**config.mk**
```make
export PLATFORM = sky130hd
export DESIGN_NAME = mem_access_flat
export DESIGN_NICKNAME = d
export VERILOG_FILES = /design/src/rtl/mem_access_pkg.sv /design/src/rtl/mem_access_if.sv /design/src/rtl/mem_lane.sv /design/src/rtl/mem_access.sv /design/src/flat_wrapper.sv
export SDC_FILE = /design/constraint.sdc
export NUM_CORES = 1
export LEC_CHECK = 0
export ABC_AREA = 0
export CORE_AREA = 2 2 114 116
export DETAILED_ROUTE_END_ITERATION = 10
export DIE_AREA = 0 0 116 118
export PLACE_DENSITY = 0.71
export SLEW_MARGIN = 20
export SYNTH_ARGS = -nofsm -noshare
export SYNTH_HDL_FRONTEND = slang
export SYNTH_SLANG_ARGS = --single-unit
```
**constraint.sdc**
```tcl
create_clock -name clk -period 2.86 [get_ports clk]
set_input_delay 0.429 -clock clk [delete_from_list [all_inputs] [get_ports clk]]
set_output_delay 0.429 -clock clk [all_outputs]
set_load 0.02 [all_outputs]
```
**src/rtl/mem_access_pkg.sv**
```systemverilog
// rtl/mem_access_pkg.sv - shared opcodes, access sizes and op-class helpers for the MEM stage
package mem_access_pkg;

   localparam int ALUOP_W = 8;
   typedef logic [ALUOP_W-1:0] alu_op_t;

   localparam alu_op_t EXE_OP_NOP = 8'h00;
   localparam alu_op_t EXE_OP_ADD = 8'h01;
   localparam alu_op_t EXE_OP_LB  = 8'h20;
   localparam alu_op_t EXE_OP_LBU = 8'h21;
   localparam alu_op_t EXE_OP_LH  = 8'h22;
   localparam alu_op_t EXE_OP_LHU = 8'h23;
   localparam alu_op_t EXE_OP_LW  = 8'h24;
   localparam alu_op_t EXE_OP_SB  = 8'h28;
   localparam alu_op_t EXE_OP_SH  = 8'h29;
   localparam alu_op_t EXE_OP_SW  = 8'h2B;

   localparam logic [1:0] SIZE_BYTE = 2'd0;
   localparam logic [1:0] SIZE_HALF = 2'd1;
   localparam logic [1:0] SIZE_WORD = 2'd2;

   function automatic logic op_is_load(input alu_op_t op);
      return op inside {EXE_OP_LB, EXE_OP_LBU, EXE_OP_LH, EXE_OP_LHU, EXE_OP_LW};
   endfunction

   function automatic logic op_is_store(input alu_op_t op);
      return op inside {EXE_OP_SB, EXE_OP_SH, EXE_OP_SW};
   endfunction

endpackage

```
**src/rtl/mem_access_if.sv**
```systemverilog
// rtl/mem_access_if.sv - data-SRAM req/addr_ok/data_ok bus between the MEM stage and memory
interface mem_access_if #(
   parameter int ADDR_W = 32,
   parameter int DATA_W = 32
);
   logic              dreq;
   logic              dwr;
   logic [1:0]        dsize;
   logic [ADDR_W-1:0] daddr;
   logic [3:0]        dwstrb;
   logic [DATA_W-1:0] dwdata;
   logic              daddr_ok;
   logic              ddata_ok;
   logic [DATA_W-1:0] drdata;

   modport master (
      output dreq, dwr, dsize, daddr, dwstrb, dwdata,
      input  daddr_ok, ddata_ok, drdata
   );

   modport slave (
      input  dreq, dwr, dsize, daddr, dwstrb, dwdata,
      output daddr_ok, ddata_ok, drdata
   );
endinterface

```
**src/rtl/mem_lane.sv**
```systemverilog
// rtl/mem_lane.sv - byte-lane steering for stores, alignment checks and load extension
module mem_lane
   import mem_access_pkg::*;
#(
   parameter int DATA_W = 32
) (
   input  alu_op_t           op_i,
   input  logic [1:0]        addr_i,
   input  logic [DATA_W-1:0] reg1_i,
   input  logic [DATA_W-1:0] rdata_i,
   output logic [1:0]        dsize_o,
   output logic [3:0]        dwstrb_o,
   output logic [DATA_W-1:0] dwdata_o,
   output logic [1:0]        misalign_o,
   output logic [DATA_W-1:0] ldata_o
);
   logic [DATA_W-1:0] shifted;
   logic [7:0]        rbyte;
   logic [15:0]       rhalf;

   assign shifted = rdata_i >> {addr_i, 3'b000};
   assign rbyte   = shifted[7:0];
   assign rhalf   = addr_i[1] ? rdata_i[31:16] : rdata_i[15:0];

   always_comb begin
      dsize_o    = SIZE_WORD;
      dwstrb_o   = 4'b0000;
      dwdata_o   = reg1_i;
      misalign_o = 2'b00;
      ldata_o    = rdata_i;
      case (op_i)
         EXE_OP_LB:  begin dsize_o = SIZE_BYTE; ldata_o = {{24{rbyte[7]}}, rbyte}; end
         EXE_OP_LBU: begin dsize_o = SIZE_BYTE; ldata_o = {24'd0, rbyte}; end
         EXE_OP_LH:  begin
            dsize_o = SIZE_HALF; misalign_o[0] = addr_i[0]; ldata_o = {{16{rhalf[15]}}, rhalf};
         end
         EXE_OP_LHU: begin
            dsize_o = SIZE_HALF; misalign_o[0] = addr_i[0]; ldata_o = {16'd0, rhalf};
         end
         EXE_OP_LW:  misalign_o[0] = |addr_i;
         EXE_OP_SB:  begin
            dsize_o = SIZE_BYTE; dwstrb_o = 4'b0001 << addr_i; dwdata_o = {4{reg1_i[7:0]}};
         end
         EXE_OP_SH:  begin
            dsize_o = SIZE_HALF; misalign_o[1] = addr_i[0];
            dwstrb_o = addr_i[1] ? 4'b1100 : 4'b0011; dwdata_o = {2{reg1_i[15:0]}};
         end
         EXE_OP_SW:  begin misalign_o[1] = |addr_i; dwstrb_o = 4'b1111; end
         default: ;
      endcase
   end
endmodule

```
**src/rtl/mem_access.sv**
```systemverilog
// rtl/mem_access.sv - MEM stage: drives data-SRAM loads/stores, stalls upstream, feeds MEM/WB
module mem_access
   import mem_access_pkg::*;
#(
   parameter int ADDR_W = 32,
   parameter int DATA_W = 32
) (
   input  logic              clk,
   input  logic              rst,
   input  alu_op_t           aluop_i,
   input  logic [ADDR_W-1:0] mem_addr_i,
   input  logic [DATA_W-1:0] reg1_i,
   input  logic [DATA_W-1:0] wdata_i,
   input  logic [4:0]        waddr_i,
   input  logic              we_i,
   input  logic              wb_stall_i,
   mem_access_if.master      dbus,
   output logic [DATA_W-1:0] wdata_o,
   output logic [4:0]        waddr_o,
   output logic              we_o,
   output logic [1:0]        misalign_o,
   output logic [ADDR_W-1:0] badvaddr_o,
   output logic              stallreq_o
);
   localparam logic [1:0] S_IDLE = 2'd0;
   localparam logic [1:0] S_REQ  = 2'd1;
   localparam logic [1:0] S_WAIT = 2'd2;
   localparam logic [1:0] S_DONE = 2'd3;

   logic [1:0]        state_q, state_d;
   logic [DATA_W-1:0] buf_q, buf_d;
   logic [1:0]        lane_size, lane_mis;
   logic [3:0]        lane_strb;
   logic [DATA_W-1:0] lane_wdata, lane_ldata;
   logic              is_load, is_mem, go;
   logic              dreq;

   mem_lane #(.DATA_W(DATA_W)) u_lane (
      .op_i       (aluop_i),
      .addr_i     (mem_addr_i[1:0]),
      .reg1_i     (reg1_i),
      .rdata_i    (dbus.drdata),
      .dsize_o    (lane_size),
      .dwstrb_o   (lane_strb),
      .dwdata_o   (lane_wdata),
      .misalign_o (lane_mis),
      .ldata_o    (lane_ldata)
   );

   assign is_load = op_is_load(aluop_i);
   assign is_mem  = is_load | op_is_store(aluop_i);
   assign go      = is_mem && (lane_mis == 2'b00);

   always_comb begin
      state_d = state_q;
      buf_d   = buf_q;
      case (state_q)
         S_IDLE: if (go) state_d = dbus.daddr_ok ? S_WAIT : S_REQ;
         S_REQ:  if (dbus.daddr_ok) state_d = S_WAIT;
         S_WAIT: if (dbus.ddata_ok) begin
            if (is_load) buf_d = lane_ldata;
            state_d = S_DONE;
         end
         default: if (!wb_stall_i) state_d = S_IDLE;
      endcase
   end

   always_ff @(posedge clk) begin
      if (!rst) begin
         state_q <= S_IDLE;
         buf_q   <= '0;
      end else begin
         state_q <= state_d;
         buf_q   <= buf_d;
      end
   end

   // Everything is forced low while reset is asserted, independent of the inputs.
   always_comb begin
      dreq       = 1'b0;
      stallreq_o = 1'b0;
      wdata_o    = '0;
      waddr_o    = '0;
      we_o       = 1'b0;
      misalign_o = 2'b00;
      badvaddr_o = '0;
      if (rst) begin
         case (state_q)
            S_IDLE: begin
               if (!is_mem) begin
                  wdata_o = wdata_i;
                  waddr_o = waddr_i;
                  we_o    = we_i;
               end else if (lane_mis != 2'b00) begin
                  misalign_o = lane_mis;
                  badvaddr_o = mem_addr_i;
               end else begin
                  dreq       = 1'b1;
                  stallreq_o = 1'b1;
               end
            end
            S_REQ:  begin dreq = 1'b1; stallreq_o = 1'b1; end
            S_WAIT: stallreq_o = 1'b1;
            default: begin
               wdata_o = buf_q;
               waddr_o = waddr_i;
               we_o    = we_i & is_load;
            end
         endcase
      end
   end

   assign dbus.dreq   = dreq;
   assign dbus.dwr    = dreq & ~is_load;
   assign dbus.dsize  = dreq ? lane_size : 2'b00;
   assign dbus.daddr  = dreq ? mem_addr_i : '0;
   assign dbus.dwstrb = (dreq && !is_load) ? lane_strb : 4'b0000;
   assign dbus.dwdata = dreq ? lane_wdata : '0;
endmodule

```
**src/flat_wrapper.sv**
```systemverilog
// flat-port wrapper written by rule: the top's interface ports become plain ports
module mem_access_flat import mem_access_pkg::*;
#(
   parameter int ADDR_W = 32,
   parameter int DATA_W = 32
)
  (clk, rst, aluop_i, mem_addr_i, reg1_i, wdata_i, waddr_i, we_i, wb_stall_i, wdata_o, waddr_o, we_o, misalign_o, badvaddr_o, stallreq_o, dbus_dreq, dbus_dwr, dbus_dsize, dbus_daddr, dbus_dwstrb, dbus_dwdata, dbus_daddr_ok, dbus_ddata_ok, dbus_drdata);
  mem_access_if #(.ADDR_W(ADDR_W), .DATA_W(DATA_W)) dbus_i ();
  input  logic clk;
  input  logic rst;
  input  alu_op_t aluop_i;
  input  logic [ADDR_W-1:0] mem_addr_i;
  input  logic [DATA_W-1:0] reg1_i;
  input  logic [DATA_W-1:0] wdata_i;
  input  logic [4:0] waddr_i;
  input  logic we_i;
  input  logic wb_stall_i;
  output logic [DATA_W-1:0] wdata_o;
  output logic [4:0] waddr_o;
  output logic we_o;
  output logic [1:0] misalign_o;
  output logic [ADDR_W-1:0] badvaddr_o;
  output logic stallreq_o;
  output wire logic [$bits(dbus_i.dreq)-1:0] dbus_dreq;
  output wire logic [$bits(dbus_i.dwr)-1:0] dbus_dwr;
  output wire logic [$bits(dbus_i.dsize)-1:0] dbus_dsize;
  output wire logic [$bits(dbus_i.daddr)-1:0] dbus_daddr;
  output wire logic [$bits(dbus_i.dwstrb)-1:0] dbus_dwstrb;
  output wire logic [$bits(dbus_i.dwdata)-1:0] dbus_dwdata;
  input wire logic [$bits(dbus_i.daddr_ok)-1:0] dbus_daddr_ok;
  input wire logic [$bits(dbus_i.ddata_ok)-1:0] dbus_ddata_ok;
  input wire logic [$bits(dbus_i.drdata)-1:0] dbus_drdata;
  assign dbus_dreq = dbus_i.dreq;
  assign dbus_dwr = dbus_i.dwr;
  assign dbus_dsize = dbus_i.dsize;
  assign dbus_daddr = dbus_i.daddr;
  assign dbus_dwstrb = dbus_i.dwstrb;
  assign dbus_dwdata = dbus_i.dwdata;
  assign dbus_i.daddr_ok = dbus_daddr_ok;
  assign dbus_i.ddata_ok = dbus_ddata_ok;
  assign dbus_i.drdata = dbus_drdata;
  mem_access #(.ADDR_W(ADDR_W), .DATA_W(DATA_W)) u_core (.clk(clk), .rst(rst), .aluop_i(aluop_i), .mem_addr_i(mem_addr_i), .reg1_i(reg1_i), .wdata_i(wdata_i), .waddr_i(waddr_i), .we_i(we_i), .wb_stall_i(wb_stall_i), .dbus(dbus_i), .wdata_o(wdata_o), .waddr_o(waddr_o), .we_o(we_o), .misalign_o(misalign_o), .badvaddr_o(badvaddr_o), .stallreq_o(stallreq_o));
endmodule
```
==> results by group, run 1 <==
Flow run
  • Max-cap check violation count: 0

Logic synthesis
  • Synth Instances: 522
  • Syn avg cell area: 7.12 um^2
  • Mux contribution to synthesized area: approximately 10%
  • Synth Area in XOR/XNOR: 0%
  • Top cell type's share of synthesized area: a little under a fifth
  • Post-synthesis compound-gate area fraction: 25.7%
  • Synth top area cells: dfxtp_1, nor2_1, and2_1
  • Post-Synth Adder-Cell Area: between 1 and 1.5%
  • Register area share after synthesis: a little under a fifth
  • Synth area leader: dfxtp_1
  • Simple-gate share of the synthesized area: 35.9%
  • Number of synthesized flops with an enable pin: 0
  • Asr flop ratio synth: 0%
  • Syn nets: 673
  • Post-Syn Area: ~3700 um^2
  • Synth Flop Type: dfxtp_1
  • Warnings from Yosys: 0
  • Main combinational cell family by area after synthesis: simple AND/OR/NAND/NOR gates
  • Synth unique cells: a little over 50
  • Flops & latches, synth: 34

Drt
  • Initial detailed-routing violation count: 368
  • DRC errors left: 0
  • Met2 WL post-DR: between 8 and 9 mm
  • Vias: 5,114
  • Met3 Wirelength: roughly 1.3 mm
  • Final ANT Viol Nets: 0
  • Drt pass-1 iters: 5
  • Top layer in use: met4
  • DRT Wirelength: 18.2 mm
  • Wl on met1: 7.65 mm
  • Via density: 5.05
  • DR WL/cell: between 15 and 20 um

Setup path
  • CP arrival: roughly 2.4 ns
  • Critical Path Sink Type: output port
  • Worst Setup Start Kind: input pin
  • Crit Path Class: in -> out
  • Reg-to-reg critical path startpoint: u_core.state_q[1]
  • R2R Setup Slk: about 0.90 ns
  • Required @ worst endpoint: about 2.4 ns
  • Max FO, Critical Path: 6
  • R2R Path End: u_core.state_q[1]
  • R2R depth: 7

Global routing
  • First-pass GRT wire length: between 20 and 30 mm
  • Initial antenna violation count: 1
  • Gr ovfl total: 0
  • Pin count of the biggest net entering global routing: between 50 and 60
  • Vias in the first global route: approximately 5,000
  • Gr usage total: between 20% and 30%

Hold path
  • Worst hold stages: 2
  • Worst hold path type: reg -> reg
  • Hold Path Origin: u_core.buf_q[25]
  • Hold endpoint: u_core.buf_q[25]

Power
  • Final total power: about 1600 uW
  • Maximum VDD drop: about 0.23 mV
  • Leak: between 0.003 and 0.004 uW
  • Pint: about 1200 uW
  • Sw Share: roughly 29%
  • Clock power frac: 32.4%
  • Sequential Power Share: between 20% and 30%
  • Sw Pwr: 473 uW
  • Combinational power share: around two fifths
  • PwrDens: approximately 230 nW/um^2

Place
  • Place WS: -0.632 ns
  • Placed Cells incl. Taps: 990
  • Final estimated routing congestion in global placement: around 0.92
  • IO buf count: ~290
  • Final HPWL DP: between 10 and 15 mm

Final layout
  • Fill count: 1,176
  • Final nets: 989
  • Multi-input logic area: approximately 2800 um^2
  • Commonest non-fill, non-tap cell in the layout: clkdlybuf4s50_1
  • Non-filler cells, final: ~1,000
  • Layout cells sized above 1: 23.7%
  • Area growth syn-to-layout: 95.9%
  • Area occupied by registers: between 600 and 700 um^2
  • Most frequent cells in the layout: clkdlybuf4s50_1, nor2_1, buf_4

Timing
  • Worst hold slack: about 0.5 ns
  • Min cycle time layout: about 2.8 ns
  • Least-Margin Pin Slew: 0.648 ns
  • Fmax achieved: around 360 MHz
  • Clock Skews: 0.00545 ns
  • Final Max Slew Viols: 0
  • Endpoints failing setup: 0
  • Setup TNS: 0 ns
  • Period utilisation layout: around 97%
  • Final Hold Vio Count: 0
  • Fin worst setup slack: approximately 0.083 ns
  • Max-Slew Margin vs Limit: a little under three fifths

Die
  • Die height: roughly 120 um
  • Starting Density: 29.9%
  • Core Region: roughly 12,000 um^2
  • Die Wd: around 120 um
  • FP Rows: approximately 40
  • I/O Pins: approximately 290
  • Full die area: ~14,000 um^2

Clock tree
  • H-tree depth: 2
  • Clock Path Buffers: 2
  • Worst-path clk slew: 0.05 ns
  • Post-CTS Hold Fix Bufs: 0
  • CTS tree: done
  • CTS buffer count: 5
  • CTS sink count: 34
  • Root Buffer: clkbuf_16
  • Later-pin clock latency in the skew report: about 0.27 ns

Status
  • Status: finished, final reports clean
==> worst max-delay path: stages <==
cell             delay (ns)
clkdlybuf4s50_1        0.41
or2_2                  0.33
a31oi_4                0.19
o22a_1                 0.22
a21oi_4                0.10
inv_4                  0.11
buf_4                  0.16
and2_1                 0.13
clkdlybuf4s15_2        0.27
==> power by group through the flow <==
stage	clock network (uW)	logic, uW	registers [uW]
after CTS	542	634	475
after global routing	565	680	475
final	533	637	476
after floorplan	0	245	485
after detailed placement	0	643	486
after global placement	0	630	486
==> cell families (layout without fill, tap and decap cells) <==
family / count (synthesis) / count (layout)
and+or+nand+nor: 248 / 248
AOI/OAI and AO/OA: 138 / 138
buffers and inverters: 72 / 389
DFF: 34 / 34
muxes: 26 / 26
adders and majority gates: 4 / 4
other: 0 / 1
==> metal layers <==
layer  up-vias  global-route usage, %
li1       2496                      -
met1      2357                   33.5
met2       227                   41.2
met3        34                   4.74
met4         0                   8.04
met5         -                      0
==> synthesized netlist by cell type (all sizes together) (2+ instances only) <==
cell type   n
or4         2
inv        20
clkbuf     34
nor3        7
and2       41
nor2       72
mux4        9
buf        18
ha          4
dfxtp      34
and3       32
nand2      40
mux2i      16
o22ai      10
o211a       2
o21a        3
a211oi     25
a21oi      13
a221oi      8
a22oi      32
a31oi      10
nand2b      2
nor4        5
nor2b      37
nand3       2
nor4b       2
o21ai      30
==> state kept, by name (all words and copies together) (netlist names) <==
| register | cells |
|---|---|
| u_core.buf_q | 32 |
| u_core.state_q | 2 |
==> how the worst max path moves through the flow <==
| stage | startpoint | endpoint |
|---|---|---|
| 2_1_floorplan | aluop_i[0] | dbus_dwstrb[0] |
| 3_3_place_gp | aluop_i[7] | dbus_dwstrb[1] |
| 3_5_place_dp | aluop_i[7] | dbus_dwstrb[3] |
| 4_1_cts | aluop_i[6] | dbus_daddr[3] |
| 5_1_grt | mem_addr_i[1] | dbus_daddr[31] |
| 6_report | mem_addr_i[1] | dbus_dwdata[1] |
==> stage by stage <==
stage	area (um^2)	utilization [%]
finish	7280	58.6
global route	7280	58.6
CTS	7350	59.2
detailed placement	7150	57.6
global placement	7150	57.6
floorplan	3720	-
==> area by class of cell <==
| cell class | instances | area share [%] |
|---|---|---|
| clock buffer | 7 | 1.96 |
| antenna | 1 | 0.0344 |
| sequential | 34 | 9.35 |
| multi-input combinational | 416 | 38.8 |
| timing repair buffer | 361 | 45.8 |
| clock inverter | 1 | 0.0687 |
| inverter | 20 | 1.07 |
| tap | 172 | 2.96 |
==> timing repair <==
action / in CTS / in global routing
pin swaps: 4 / 5
setup buffers: 9 / 2
resized for setup: 350 / 71
gates cloned: 3 / 0
setup endpoints to repair: 144 / 133
endpoints found under the hold margin: 0 / 0
Note: power is estimated with default switching activity, not from simulation.
==> run 2: changes to the inputs <==
==> constraint.sdc (replaced) <==
create_clock -name clk -period 2.86 [get_ports clk]
set_input_delay 0.286 -clock clk [delete_from_list [all_inputs] [get_ports clk]]
set_output_delay 0.286 -clock clk [all_outputs]
set_load 0.02 [all_outputs]
==> run 2 against run 1 <==
Against the previous run: hold slack lost 0.0016 ns; sequential cell count is the same; setup slack lost 0.0074 ns; routed wire length down 5.2%; sequential share of layout area grew 0.21 points; combinational power down 4.2%; cell count is 1.8% lower; non-clock buffer count decreased by 16.
==> results by group, run 2 (synthesis results as in run 1) <==
Timing
  • Period utilisation layout: 97.4% (+0.26 points)
  • Clock Skews: 0.00341 ns (-0.00204 ns)
  • Endpoints failing setup: 0 (unchanged)
  • Final Hold Vio Count: 0 (unchanged)
  • Least-Margin Pin Slew: 0.695 ns (+0.0468 ns)
  • Worst hold slack: 0.501 ns (-0.00156 ns)
  • Final Max Slew Viols: 0 (unchanged)
  • Setup TNS: 0 ns (unchanged)
  • Fmax achieved: 359 MHz (-0.27%)
  • Fin worst setup slack: 0.0754 ns (-0.00740 ns)
  • Max-Slew Margin vs Limit: 53.4% (-3.1 points)
  • Min cycle time layout: 2.78 ns (+0.00740 ns)

Drt
  • Final ANT Viol Nets: 0 (unchanged)
  • DR WL/cell: 17.4 um (-3.4%)
  • Vias: 4,989 (-2.4%)
  • Drt pass-1 iters: 7 (+2)
  • DRC errors left: 0 (unchanged)
  • Via density: 5.02 (-0.68%)
  • Initial detailed-routing violation count: 265 (-28%)
  • DRT Wirelength: 17.3 mm (-5.2%)

Final layout
  • Final core occ: 57.3% (-1.3 points)
  • Post-route cell area: 7120 um^2 (-2.2%)
  • Most frequent cells in the layout: clkdlybuf4s50_1, dlygate4sd2_1, nor2_1
  • Regs by FF count: u_core.buf_q: 32 flops, u_core.state_q: 2 flops
  • Final nets: 973 (-1.6%)
  • Layout cells sized above 1: 11.7% (-12 points)
  • ANT cells: 0 (-1)
  • Fill count: 1,193 (+1.4%)
  • Commonest non-fill, non-tap cell in the layout: clkdlybuf4s50_1
  • Register with the most flip-flops: u_core.buf_q
  • Area growth syn-to-layout: 91.5%
  • Max reg flops: 32 (unchanged)

Power
  • Sw Share: 29.4% (+0.69 points)
  • Sw Pwr: 471 uW (-0.28%)
  • PwrDens: 225 nW/um^2 (-0.38%)
  • Leak: 0.00359 uW (+5.8%)
  • Pint: 1130 uW (-3.5%)
  • Sequential Power Share: 29.7% (+0.8 points)
  • Clock power frac: 32.2% (-0.2 points)
  • Maximum VDD drop: 0.166 mV (-29%)
  • Combinational power share: 38.1% (-0.6 points)

Clock tree
  • CTS sink count: 34 (unchanged)
  • Clock Path Buffers: 2 (unchanged)
  • CTS buffer count: 5 (unchanged)
  • CTS tree: done
  • Later-pin clock latency in the skew report: 0.28 ns (about the same)
  • H-tree depth: 2 (unchanged)
  • Root Buffer: clkbuf_16
  • Worst-path clk slew: 0.05 ns (about the same)

Status
  • Status: finished, final reports clean

Setup path
  • Crit Path Class: in -> out
  • CP arrival: 2.50 ns (+0.15 ns)
  • Required @ worst endpoint: 2.57 ns (+0.14 ns)
  • Max FO, Critical Path: 27 (+21)
  • Worst Setup Start Kind: input pin
  • Critical Path Sink Type: output port

Place
  • IO buf count: 291 (unchanged)
  • Final HPWL DP: 13.7 mm (-2.4%)
  • Place WS: -0.345 ns (+0.287 ns)
  • Dpl cell area: 7100 um^2 (-0.60%)
  • Final estimated routing congestion in global placement: 0.936 (+1.9%)

Die
  • Core Region: 12,400 um^2 (unchanged)
  • Starting Density: 29.9% (unchanged)
  • FP Rows: 41 (unchanged)
  • Die height: 118 um (unchanged)
  • Full die area: 13,700 um^2 (unchanged)
  • Die Wd: 116 um (unchanged)
  • I/O Pins: 292 (unchanged)

Global routing
  • Gr usage total: 24.0% (-1.3 points)
  • Initial antenna violation count: 0 (-1)
  • Vias in the first global route: 4,809 (-4.6%)
  • Pin count of the biggest net entering global routing: 57 (+3.6%)
  • Gr ovfl total: 0 (unchanged)
  • First-pass GRT wire length: 26.2 mm (-4.9%)

Flow run
  • Max-cap check violation count: 0 (unchanged)

Hold path
  • Worst hold path type: reg -> reg
[run 2: cell types whose count changed in the layout (fill, tap and decap cells not counted), moves of 3 or more]
cell and change:
buf_2 -33, clkbuf_2 -16, clkdlybuf4s15_1 -13, buf_12 -3
dlymetal6s2s_1 +6, clkdlybuf4s50_1 +8, clkdlybuf4s15_2 -22, dlygate4sd2_1 +78
buf_4 -16
[run 2: final cells by class]
class                           instances  area, um^2  share of cell area, %
Timing Repair Buffer                  345        3250                   45.7
Clock buffer                            5         125                   1.76
Sequential cell                        34         681                   9.56
Tap cell                              172         215                   3.02
Clock inverter                          2        10.0                  0.141
Multi-Input combinational cell        416        2760                   38.8
Inverter                               20        75.1                   1.05
[run 2: power by group through the flow]
stage	Combinational (uW)	Sequential (uW)	Clock, uW
global route	652	475	543
CTS	612	475	520
floorplan	245	485	0
detailed placement	636	486	0
finish	610	475	517
global placement	626	486	0
[run 2: layer usage]
metal	vias up	global-route usage, %	routed length (um)
met5	-	0	0
met4	0	7.07	398
met3	34	5.92	1410
met2	210	39.2	8170
met1	2277	31.0	7280
li1	2468	-	-
[run 2: worst max-delay path: stages]
cell and delay (ns):
clkdlybuf4s50_1 0.46, or4b_4 0.59, nor3b_4 0.27, a21oi_4 0.12
buf_12 0.17, buf_4 0.15, nor2_1 0.11, dlygate4sd2_1 0.34
[run 2: path summary, 6_finish.rpt]
| check | slack [ns] | depth (start not counted) | from | to |
|---|---|---|---|---|
| setup reg to reg | 0.88 | 7 | u_core.state_q[0] | u_core.buf_q[11] |
| setup / recovery | 0.08 | 8 | aluop_i[7] | dbus_dwdata[13] |
| hold reg to reg | 0.50 | 2 | u_core.buf_q[20] | u_core.buf_q[20] |
| hold / removal | 0.50 | 2 | u_core.buf_q[20] | u_core.buf_q[20] |
[run 2: what timing repair did]
action | in CTS | in global routing
pin swaps | 0 | 2
endpoints found under the setup margin | 143 | 17
hold buffers | 0 | 0
setup buffers | 1 | 0
resized for setup | 149 | 17
[run 2: metrics by stage]
stage	power, uW	cells
after global routing	1670	994
after global placement	1110	986
after floorplan	730	522
final	1600	994
after detailed placement	1120	986
after CTS	1610	994
==> run 3: changes to the inputs <==
Settings changed: HOLD_SLACK_MARGIN set to 0.05.
==> results of run 3 <==
The final DEF is identical to that of run 2; final timing and power are the same.
